## src/rtl/apb_timer_cmd_master.sv

```systemverilog
// -----------------------------------------------------------------------------
// apb_timer_cmd_master
//   APB requester for the timer unit's completer port. Takes single-beat
//   valid/ready commands, runs one APB SETUP/ACCESS transfer per command and
//   returns read data plus error status on a valid/ready response channel.
//
//   Optional feature macro: APB_MST_TIMEOUT_EN
//     defined   : a 16-bit wait-state counter aborts an ACCESS phase after
//                 TIMEOUT_CYCLES cycles without PREADY (rsp_err=1, rsp_timeout=1)
//     undefined : ACCESS waits forever, rsp_timeout_o is tied to 0
//
//   Ports
//     clk_i, rst_i            clock, synchronous active-high reset
//     cmd_*                   command channel in (valid/ready, write, addr, wdata)
//     rsp_*                   response channel out (valid/ready, rdata, err, timeout)
//     busy_o                  high whenever the FSM is not IDLE
//     psel_o .. pwdata_o      APB request signals to the completer
//     pready_i .. pslverr_i   APB completer response signals
// -----------------------------------------------------------------------------
module apb_timer_cmd_master #(
   parameter int ADDR_WIDTH     = 12,
   parameter int DATA_WIDTH     = 32,
   parameter int TIMEOUT_CYCLES = 255
) (
   input  logic                  clk_i,
   input  logic                  rst_i,
   input  logic                  cmd_valid_i,
   output logic                  cmd_ready_o,
   input  logic                  cmd_write_i,
   input  logic [ADDR_WIDTH-1:0] cmd_addr_i,
   input  logic [DATA_WIDTH-1:0] cmd_wdata_i,
   output logic                  rsp_valid_o,
   input  logic                  rsp_ready_i,
   output logic [DATA_WIDTH-1:0] rsp_rdata_o,
   output logic                  rsp_err_o,
   output logic                  rsp_timeout_o,
   output logic                  busy_o,
   output logic                  psel_o,
   output logic                  penable_o,
   output logic                  pwrite_o,
   output logic [ADDR_WIDTH-1:0] paddr_o,
   output logic [DATA_WIDTH-1:0] pwdata_o,
   input  logic                  pready_i,
   input  logic [DATA_WIDTH-1:0] prdata_i,
   input  logic                  pslverr_i
);

   typedef enum logic [1:0] {ST_IDLE, ST_SETUP, ST_ACCESS, ST_RESP} state_t;

   state_t                r_state;
   logic                  r_psel;
   logic                  r_penable;
   logic                  r_pwrite;
   logic [ADDR_WIDTH-1:0] r_paddr;
   logic [DATA_WIDTH-1:0] r_pwdata;
   logic                  r_rsp_valid;
   logic [DATA_WIDTH-1:0] r_rsp_rdata;
   logic                  r_rsp_err;
   logic                  w_unused;

   // Byte-lane bits of the command address never reach PADDR.
   assign w_unused = &{1'b0, cmd_addr_i[1:0], (TIMEOUT_CYCLES != 0)};

`ifdef APB_MST_TIMEOUT_EN
   logic        r_rsp_timeout;
   logic [15:0] r_wait_cnt;
   logic [15:0] w_wait_cnt_nxt;
   logic        w_timeout_hit;

   // The limit is reached in the cycle whose missing PREADY would bring the
   // count to TIMEOUT_CYCLES; a PREADY in that same cycle still completes.
   assign w_wait_cnt_nxt = r_wait_cnt + 16'd1;
   assign w_timeout_hit  = (w_wait_cnt_nxt == 16'(TIMEOUT_CYCLES));
   assign rsp_timeout_o  = r_rsp_timeout;
`else
   assign rsp_timeout_o  = 1'b0;
`endif

   always_ff @(posedge clk_i) begin
      if (rst_i) begin
         r_state     <= ST_IDLE;
         r_psel      <= 1'b0;
         r_penable   <= 1'b0;
         r_pwrite    <= 1'b0;
         r_paddr     <= '0;
         r_pwdata    <= '0;
         r_rsp_valid <= 1'b0;
         r_rsp_rdata <= '0;
         r_rsp_err   <= 1'b0;
`ifdef APB_MST_TIMEOUT_EN
         r_rsp_timeout <= 1'b0;
         r_wait_cnt    <= '0;
`endif
      end else begin
         case (r_state)
            ST_IDLE: begin
               if (cmd_valid_i) begin
                  r_pwrite <= cmd_write_i;
                  r_paddr  <= {cmd_addr_i[ADDR_WIDTH-1:2], 2'b00};
                  r_pwdata <= cmd_wdata_i;
                  r_psel   <= 1'b1;
                  r_state  <= ST_SETUP;
               end
            end
            ST_SETUP: begin
               r_penable <= 1'b1;
`ifdef APB_MST_TIMEOUT_EN
               r_wait_cnt <= '0;
`endif
               r_state   <= ST_ACCESS;
            end
            ST_ACCESS: begin
               if (pready_i) begin
                  r_psel      <= 1'b0;
                  r_penable   <= 1'b0;
                  r_rsp_valid <= 1'b1;
                  r_rsp_rdata <= r_pwrite ? '0 : prdata_i;
                  r_rsp_err   <= pslverr_i;
                  r_state     <= ST_RESP;
               end
`ifdef APB_MST_TIMEOUT_EN
               else if (w_timeout_hit) begin
                  r_psel        <= 1'b0;
                  r_penable     <= 1'b0;
                  r_rsp_valid   <= 1'b1;
                  r_rsp_rdata   <= '0;
                  r_rsp_err     <= 1'b1;
                  r_rsp_timeout <= 1'b1;
                  r_state       <= ST_RESP;
               end else begin
                  r_wait_cnt <= w_wait_cnt_nxt;
               end
`endif
            end
            ST_RESP: begin
               if (rsp_ready_i) begin
                  r_rsp_valid <= 1'b0;
                  r_rsp_rdata <= '0;
                  r_rsp_err   <= 1'b0;
`ifdef APB_MST_TIMEOUT_EN
                  r_rsp_timeout <= 1'b0;
`endif
                  r_state     <= ST_IDLE;
               end
            end
            default: r_state <= ST_IDLE;
         endcase
      end
   end

   assign cmd_ready_o = (r_state == ST_IDLE);
   assign busy_o      = (r_state != ST_IDLE);
   assign psel_o      = r_psel;
   assign penable_o   = r_penable;
   assign pwrite_o    = r_pwrite;
   assign paddr_o     = r_paddr;
   assign pwdata_o    = r_pwdata;
   assign rsp_valid_o = r_rsp_valid;
   assign rsp_rdata_o = r_rsp_rdata;
   assign rsp_err_o   = r_rsp_err;

endmodule

```

## config.mk

```make
export PLATFORM = sky130hd
export DESIGN_NAME = apb_timer_cmd_master
export DESIGN_NICKNAME = d
export VERILOG_FILES = /design/src/rtl/apb_timer_cmd_master.sv
export SDC_FILE = /design/constraint.sdc
export NUM_CORES = 1
export LEC_CHECK = 0
export CAP_MARGIN = 20
export CELL_PAD_IN_SITES_DETAIL_PLACEMENT = 1
export CELL_PAD_IN_SITES_GLOBAL_PLACEMENT = 1
export CORE_UTILIZATION = 40
export CTS_BUF_LIST = sky130_fd_sc_hd__clkbuf_4 sky130_fd_sc_hd__clkbuf_8 sky130_fd_sc_hd__clkbuf_16
export DETAILED_ROUTE_END_ITERATION = 10
export DONT_BUFFER_PORTS = 1
export GPL_TIMING_DRIVEN = 0
export HOLD_SLACK_MARGIN = 0.02
export PLACE_DENSITY_LB_ADDON = 0.1
export SLEW_MARGIN = 20
export SYNTH_ARGS = -nofsm -noshare
export SYNTH_HDL_FRONTEND = slang
export SYNTH_SLANG_ARGS = --single-unit
```

## constraint.sdc

```tcl
create_clock -name clk_i -period 2.4 [get_ports clk_i]
set_clock_uncertainty 0.15 [all_clocks]
set_input_delay 0.36 -clock clk_i [delete_from_list [all_inputs] [get_ports clk_i]]
set_output_delay 0.36 -clock clk_i [all_outputs]
set_load 0.005 [all_outputs]
```

==> After elaboration in Yosys (flattened, before gate mapping) <==
Index checks and enable logic that the tools add are counted.
{ "totals": {"regBits": 81, "input_bits": 83, "output_inout_bits": 84, "wordCells": 42} }
{ "op_classes": {"n_eq_ne": 6, "mux": 17, "n_reduce_logical": 10} }
{ "op_table": {"columns": ["cell", "n"], "rows": [
  ["32-bit 2-to-1 mux", 3],
  ["32-bit one-hot mux with 2 select lines", 1],
  ["3-bit AND reduction", 3],
  ["1-bit one-hot mux with 2 select lines", 4],
  ["2-bit one-hot mux with 4 select lines", 1],
  ["2-bit nonzero test", 4],
  ["2-bit 2-to-1 mux", 3],
  ["2-bit inequality test (second input constant)", 3],
  ["1-bit 2-to-1 mux", 5],
  ["2-bit equality test (second input constant)", 2],
  ["2-bit AND reduction", 2],
  ["2-bit by 1-bit equality test with 1-bit output (second input constant)", 1],
  ["2-bit logical NOT", 1]
]} }

==> Depth between registers and ports, before layout <==
Gate-level depths: netlist (run 1).
{ "logic_depth": {"word_depth": 3, "mapped_depth": 7} }

==> Worst setup path before layout (run 1) <==
OpenSTA, ideal clock, no wires.
{ "synth_timing": {"path_kind": "register to register", "startpoint": "register r_state[0]", "endpoint": "register r_pwdata[0], in the netlist pwdata_o[0]", "t_arrival_ns": 1.375, "path_slack_ns": 0.804, "path_stages_with_launch": 8, "path_buffers": 2, "path_cell_list": "dfxtp_1 inv_1 ha_1 and2_1 clkbuf_1 buf_2 nand2_1 a21oi_1"} }
{ "synth_via": {"elab_chain_len": 2} }
{ "synth_lines": {"columns": ["item", "line", "source"], "rows": [
  ["start: declaration", "50", "state_t r_state;"],
  ["start signal: assignment", "81", "r_state <= ST_IDLE;"],
  ["start signal: assignment", "102", "r_state <= ST_SETUP;"],
  ["start signal: assignment", "110", "r_state <= ST_ACCESS;"],
  ["2-bit logical NOT", null, null],
  ["net cmd_ready_o", "28", "output logic cmd_ready_o,"],
  ["2-bit AND reduction (no line)", null, null],
  ["end signal: assignment", "100", "r_pwdata <= cmd_wdata_i;"],
  ["end: declaration", "55", "logic [DATA_WIDTH-1:0] r_pwdata;"]
]} }
The timed path passes the listed nets, and every way through them passes these cells.
A chain may end at the register's enable or synchronous reset.

==> Final worst setup path (run 1) <==
{ "layout_timing": {"startpoint": "register r_state[0]", "endpoint": "register r_pwdata[3], in the netlist pwdata_o[3]"} }
Same word-level chain as after synthesis.

==> results of run 1 <==
## report_power, final
group | switching [mW] | total (mW) | leakage [nW] | internal, mW
sequential | 0.252 | 1.90 | 0.661 | 1.65
clock | 0.493 | 0.977 | 0.0878 | 0.485
combinational | 0.733 | 1.28 | 0.875 | 0.547
## registers in the layout, indices dropped and copies added (netlist names)
name         cells
penable_o        1
rsp_err_o        1
pwdata_o        32
paddr_o         10
rsp_valid_o      1
pwrite_o         1
psel_o           1
rsp_rdata_o     32
r_state          2
## per-stage QoR
step	util	instances	setup slack [ps]
after detailed placement	0.430	483	391
final	0.552	573	374
after CTS	0.552	573	339
after global routing	0.552	573	155
after floorplan	-	381	804
after global placement	0.430	483	447
## synthesized netlist by cell type
cell type	instances
nand4b_1	1
inv_1	4
ha_1	6
nand2_1	156
nor2b_1	3
or2_1	1
nor3_2	1
buf_2	6
buf_6	3
mux2_2	1
buf_4	3
and2_1	1
a32oi_1	1
nor2_1	2
o21bai_1	1
a31oi_1	2
a41oi_1	1
o31ai_1	1
nand3_1	1
clkbuf_1	16
a21oi_1	44
nor3_1	2
a211oi_1	1
inv_2	1
nand2b_1	1
mux2i_1	34
o211a_1	1
dfxtp_1	81
or4_1	1
conb_1	1
a21oi_4	1
## path summary, 6_finish.rpt
check,end,cells past startpoint
max,pwdata_o[3]$_SDFFE_PP0P_,7
min,rsp_err_o$_SDFFE_PP0P_,2
max reg2reg,pwdata_o[3]$_SDFFE_PP0P_,7
min reg2reg,pwdata_o[15]$_SDFFE_PP0P_,2
## area by class of cell
| type | count | area [um^2] | area share |
|---|---|---|---|
| plain buffers | 28 | 146 | 0.0343 |
| inverters | 5 | 18.8 | 0.00440 |
| repair buffers | 75 | 751 | 0.176 |
| multi-input cells | 267 | 1410 | 0.330 |
| clock inverters | 5 | 57.6 | 0.0135 |
| well taps | 102 | 128 | 0.0299 |
| clock buffers | 10 | 131 | 0.0308 |
| flip-flops and latches | 81 | 1620 | 0.380 |
## logic make-up after synthesis
group,Yosys count,share of synthesized area
and+or+nand+nor,170,0.211
DFF,81,0.509
muxes,35,0.110
AOI/OAI and AO/OA,53,0.0938
adders and majority gates,6,0.0235
buffers and inverters,33,0.0518
other,1,0.00118
## routing by layer
layer | part of all wire | vias up | GRT usage
met2 | 0.52 | 102 | 0.416
met1 | 0.39 | 1352 | 0.246
li1 | - | 1397 | -
met4 | 0.017 | 0 | 0.0847
met3 | 0.071 | 12 | 0.0695
met5 | 0 | - | 0
==> results.toml, run 1 <==
[run_status]
status = "completed"

[timing]
max_freq_ghz = 0.493
setup-violations-final = 0
min_period_ps = 2030
rsz0062_at_grt = "false"
slew_headroom = 0.652
worstMarginPinSlew_ps = 522
setup-tns-final_ps = 0
hold_viol = 0
drv_slew = 0
post-route-period-util = 0.844
timing.hold.ws_ps = 45.8

[critical_path]
cp-end-kind = "register"
cp_slowest_cell = "dfxtp_1"
slowest_delay_ps = 340
r2r-start = "r_state[0]$_SDFFE_PP0P_"
arrival_ps = 2150
worstPathCellList = "inv_1 -> ha_1 -> and2_1 -> clkbuf_1 -> buf_2 -> nand2_1 -> a21oi_1"
reg2reg_slack_ps = 370
path_class = "reg -> reg"
worstPathRequired_ps = 2520
start_kind = "register"
cp_top_family = "buffers and inverters"
crit_buf_inv = 3
cp_max_fo = 10
cp-startpoint = "r_state[0]$_SDFFE_PP0P_"

[floorplanning]
pin_count = 167
chipWidth_um = 91.3
coreArea_um2 = 7730
die_y_um = 91.3
rows = 32
start_util = 0.413
die_area_um2 = 8330

[cells_and_area]
area_growth_pct = 33.7
drive_gt1_frac = 0.0658
antenna_cells = 0
finalInstanceArea_um2 = 4260
final_common_cell = "nand2_1"
fillers = 911
layout_common_cells = "nand2_1, dfxtp_1, dlygate4sd3_1, a21oi_1, mux2i_1"
fin_nets = 556

[placed_design]
placed_cell_area_um2 = 3320
routabilityCongestion = 0.687
io_buffer_count = 0
place.detailed.hpwl_um = 5760

[clock_tree]
clk_latency_ps = 340
cts_sinks = 81
ctsHoldBuffers = 75
htreeDepth = 3
numCtsBuffers = 9
root_buffer = "clkbuf_8"
clockBufferDepth = 2
cts.clk_slew.worst_paths_ps = 80
cts_tree = "done"
cts.repair.resized = 0
cts_setup_buffers = 0

[global_routing]
grt_use_total = 0.228
grt.overflow.total = 0
grt_pass1_wl_um = 14900
grt_pass1_vias = 3104
grt_max_degree = 14
antenna_found_initial = 0

[power_and_ir_drop]
totalPowerFinal_mw = 4.16
power_density_nw_per_um2 = 975
ir_worst_vdd_mv = 0.437
p_leak_nw = 1.62

[logic_synthesis]
synth_seq_cells = 81
yosys_warnings = 0
netlist_instances = 379
synth_area_per_cell_um2 = 8.41
yosys.area.top_type_share = 0.509
yosysTopAreaCell = "dfxtp_1"
synth.cell_area_um2 = 3190
synthTopCellsByArea = "dfxtp_1, nand2_1, mux2i_1"
synthDistinctLibCells = 31
seq_area_frac_synth = 0.509

[routing]
routedWlPerCell_um = 16.1
routed_via_density = 5.00
vias = 2863
drt_iter0_drc = 60
route.detailed.drc = 0
first_pass_iters = 4
routed_wl_um = 9210
final_antenna_net_count = 0

[worst_hold_path]
hold_path_class = "in -> reg"
hp-start = "pready_i"

[flow_run]
cap_violations = 0
Power figures use the tool's default switching activity.
==> inputs of run 2 (changes only) <==
CORE_UTILIZATION = 39   (was 40)
clock period = 1.8 ns   (was 2.4 ns; I/O delays follow)
==> run 2 against run 1 <==
Effect of this change:
- sequential power up 34%
- clock power up 50%
- via count up 1.0%
- largest cell class unchanged
- largest power group unchanged
==> results.toml, run 2 (synthesis gave the netlist of run 1 again) <==
[placed_design]
place.detailed.hpwl_um = 5860
pre_cts_slack_ps = -227
routabilityCongestion = 0.740
io_buffer_count = 0

[power_and_ir_drop]
p_leak_nw = 1.72
ir_worst_vdd_mv = 0.497
power_density_nw_per_um2 = 1340

[clock_tree]
numCtsBuffers = 9
cts_tree = "done"
htreeDepth = 3
cts.clk_slew.worst_paths_ps = 80
clockBufferDepth = 2
cts_sinks = 81
clk_latency_ps = 330
root_buffer = "clkbuf_8"

[routing]
routed_via_density = 4.99
final_antenna_net_count = 0
route.detailed.drc = 0
first_pass_iters = 4
drt_iter0_drc = 54
routed_wl_um = 9420
routedWlPerCell_um = 16.3
vias = 2892

[run_status]
status = "completed"

[timing]
max_freq_ghz = 0.575
post-route-period-util = 0.966
rsz0062_at_grt = "true"
worstMarginPinSlew_ps = 513
worst_slack_ps = 61.9
slew_headroom = 0.658
setup-violations-final = 0
min_period_ps = 1740
timing.hold.ws_ps = 38.3
drv_slew = 0
hold_viol = 0

[flow_run]
cap_violations = 0

[cells_and_area]
layout_common_cells = "nand2_1, dlygate4sd3_1, dfxtp_1, a21oi_1, mux2i_1"
area_growth_pct = 39.2
drive_gt1_frac = 0.105
fin_nets = 563
final_common_cell = "nand2_1"
antenna_cells = 0

[critical_path]
worstPathRequired_ps = 1900
arrival_ps = 1830
path_class = "reg -> reg"
slowest_delay_ps = 520
worst-path-stages = 5
cp_top_family = "simple AND/OR/NAND/NOR gates"
worstPathCellList = "inv_1 -> ha_1 -> nor2b_1 -> or4_1 -> o31ai_1"
cp-end-kind = "register"
cp_slowest_cell = "or4_1"
r2r-start = "r_state[0]$_SDFFE_PP0P_"
start_kind = "register"
cp_max_fo = 5
rr_worst_depth = 5
crit_buf_inv = 1
cp-startpoint = "r_state[0]$_SDFFE_PP0P_"

[global_routing]
grt_use_total = 0.220
grt.overflow.total = 0
grt_pass1_vias = 3134
grt_busiest_layer = "met2"
use_met2 = 0.407
met3_usage = 0.0714
grt_pass1_wl_um = 14900
antenna_found_initial = 0
use_met1 = 0.228
grt_max_degree = 13

[floorplanning]
die_area_um2 = 8540
coreArea_um2 = 7810
rows = 32
pin_count = 167
chipWidth_um = 92.4
die_y_um = 92.4
start_util = 0.408

[worst_hold_path]
hp-start = "rsp_ready_i"
hold_depth = 3
hold_path_class = "in -> reg"
==> run 2: layout make-up <==
| cell class | instances | area, um^2 |
|---|---|---|
| sequential | 81 | 1620 |
| clock buffer | 11 | 151 |
| fill | 906 | 3370 |
| clock inverter | 3 | 65.1 |
| inverter | 5 | 18.8 |
| multi-input combinational | 267 | 1440 |
| tap | 102 | 128 |
| buffer | 27 | 175 |
| timing repair buffer | 83 | 838 |
==> run 2: metal layers <==
metal / routed length, um / vias up
met5: 0 / -
met4: 186 / 0
met3: 739 / 17
met2: 4780 / 113
met1: 3720 / 1350
li1: - / 1412
==> run 2: timing repair <==
action,CTS,global route
pin swaps,1,1
endpoints found under the hold margin,77,1
resized for setup,12,17
hold buffers,78,1
setup endpoints to repair,72,64
buffers inserted,1,2
gates cloned,0,1
==> run 2: per-stage QoR <==
stage	TNS [ps]	util	cells	instance area [um^2]	total power, mW
finish	0	0.569	579	4440	5.97
global route	-127	0.569	579	4440	6.33
CTS	0	0.556	575	4340	5.81
global placement	-6160	0.426	483	3320	4.08
floorplan	0	-	381	3200	3.73
detailed placement	-9490	0.426	483	3320	4.16
==> run 2: final timing paths <==
kind | end | slack (ps)
max reg2reg | r_state[0]$_SDFFE_PP0P_ | 60
min | rsp_err_o$_SDFFE_PP0P_ | 40
min reg2reg | rsp_rdata_o[19]$_SDFFE_PP0P_ | 330
max | r_state[0]$_SDFFE_PP0P_ | 60
==> run 2: power breakdown <==
| part | internal [mW] | switching, mW | leakage [nW] |
|---|---|---|---|
| registers | 2.20 | 0.341 | 0.662 |
| clock network | 0.841 | 0.628 | 0.111 |
| logic | 0.916 | 1.04 | 0.943 |
==> run 2: worst min-delay path, stage by stage <==
cell,delay (ps)
mux2i_4,60
nand2_1,70
a31oi_1,80
==> inputs of run 3 (changes only) <==
CAP_MARGIN = 15   (was 20)
==> results of run 3 <==
Final layout, timing and power as in run 2 (identical DEF).
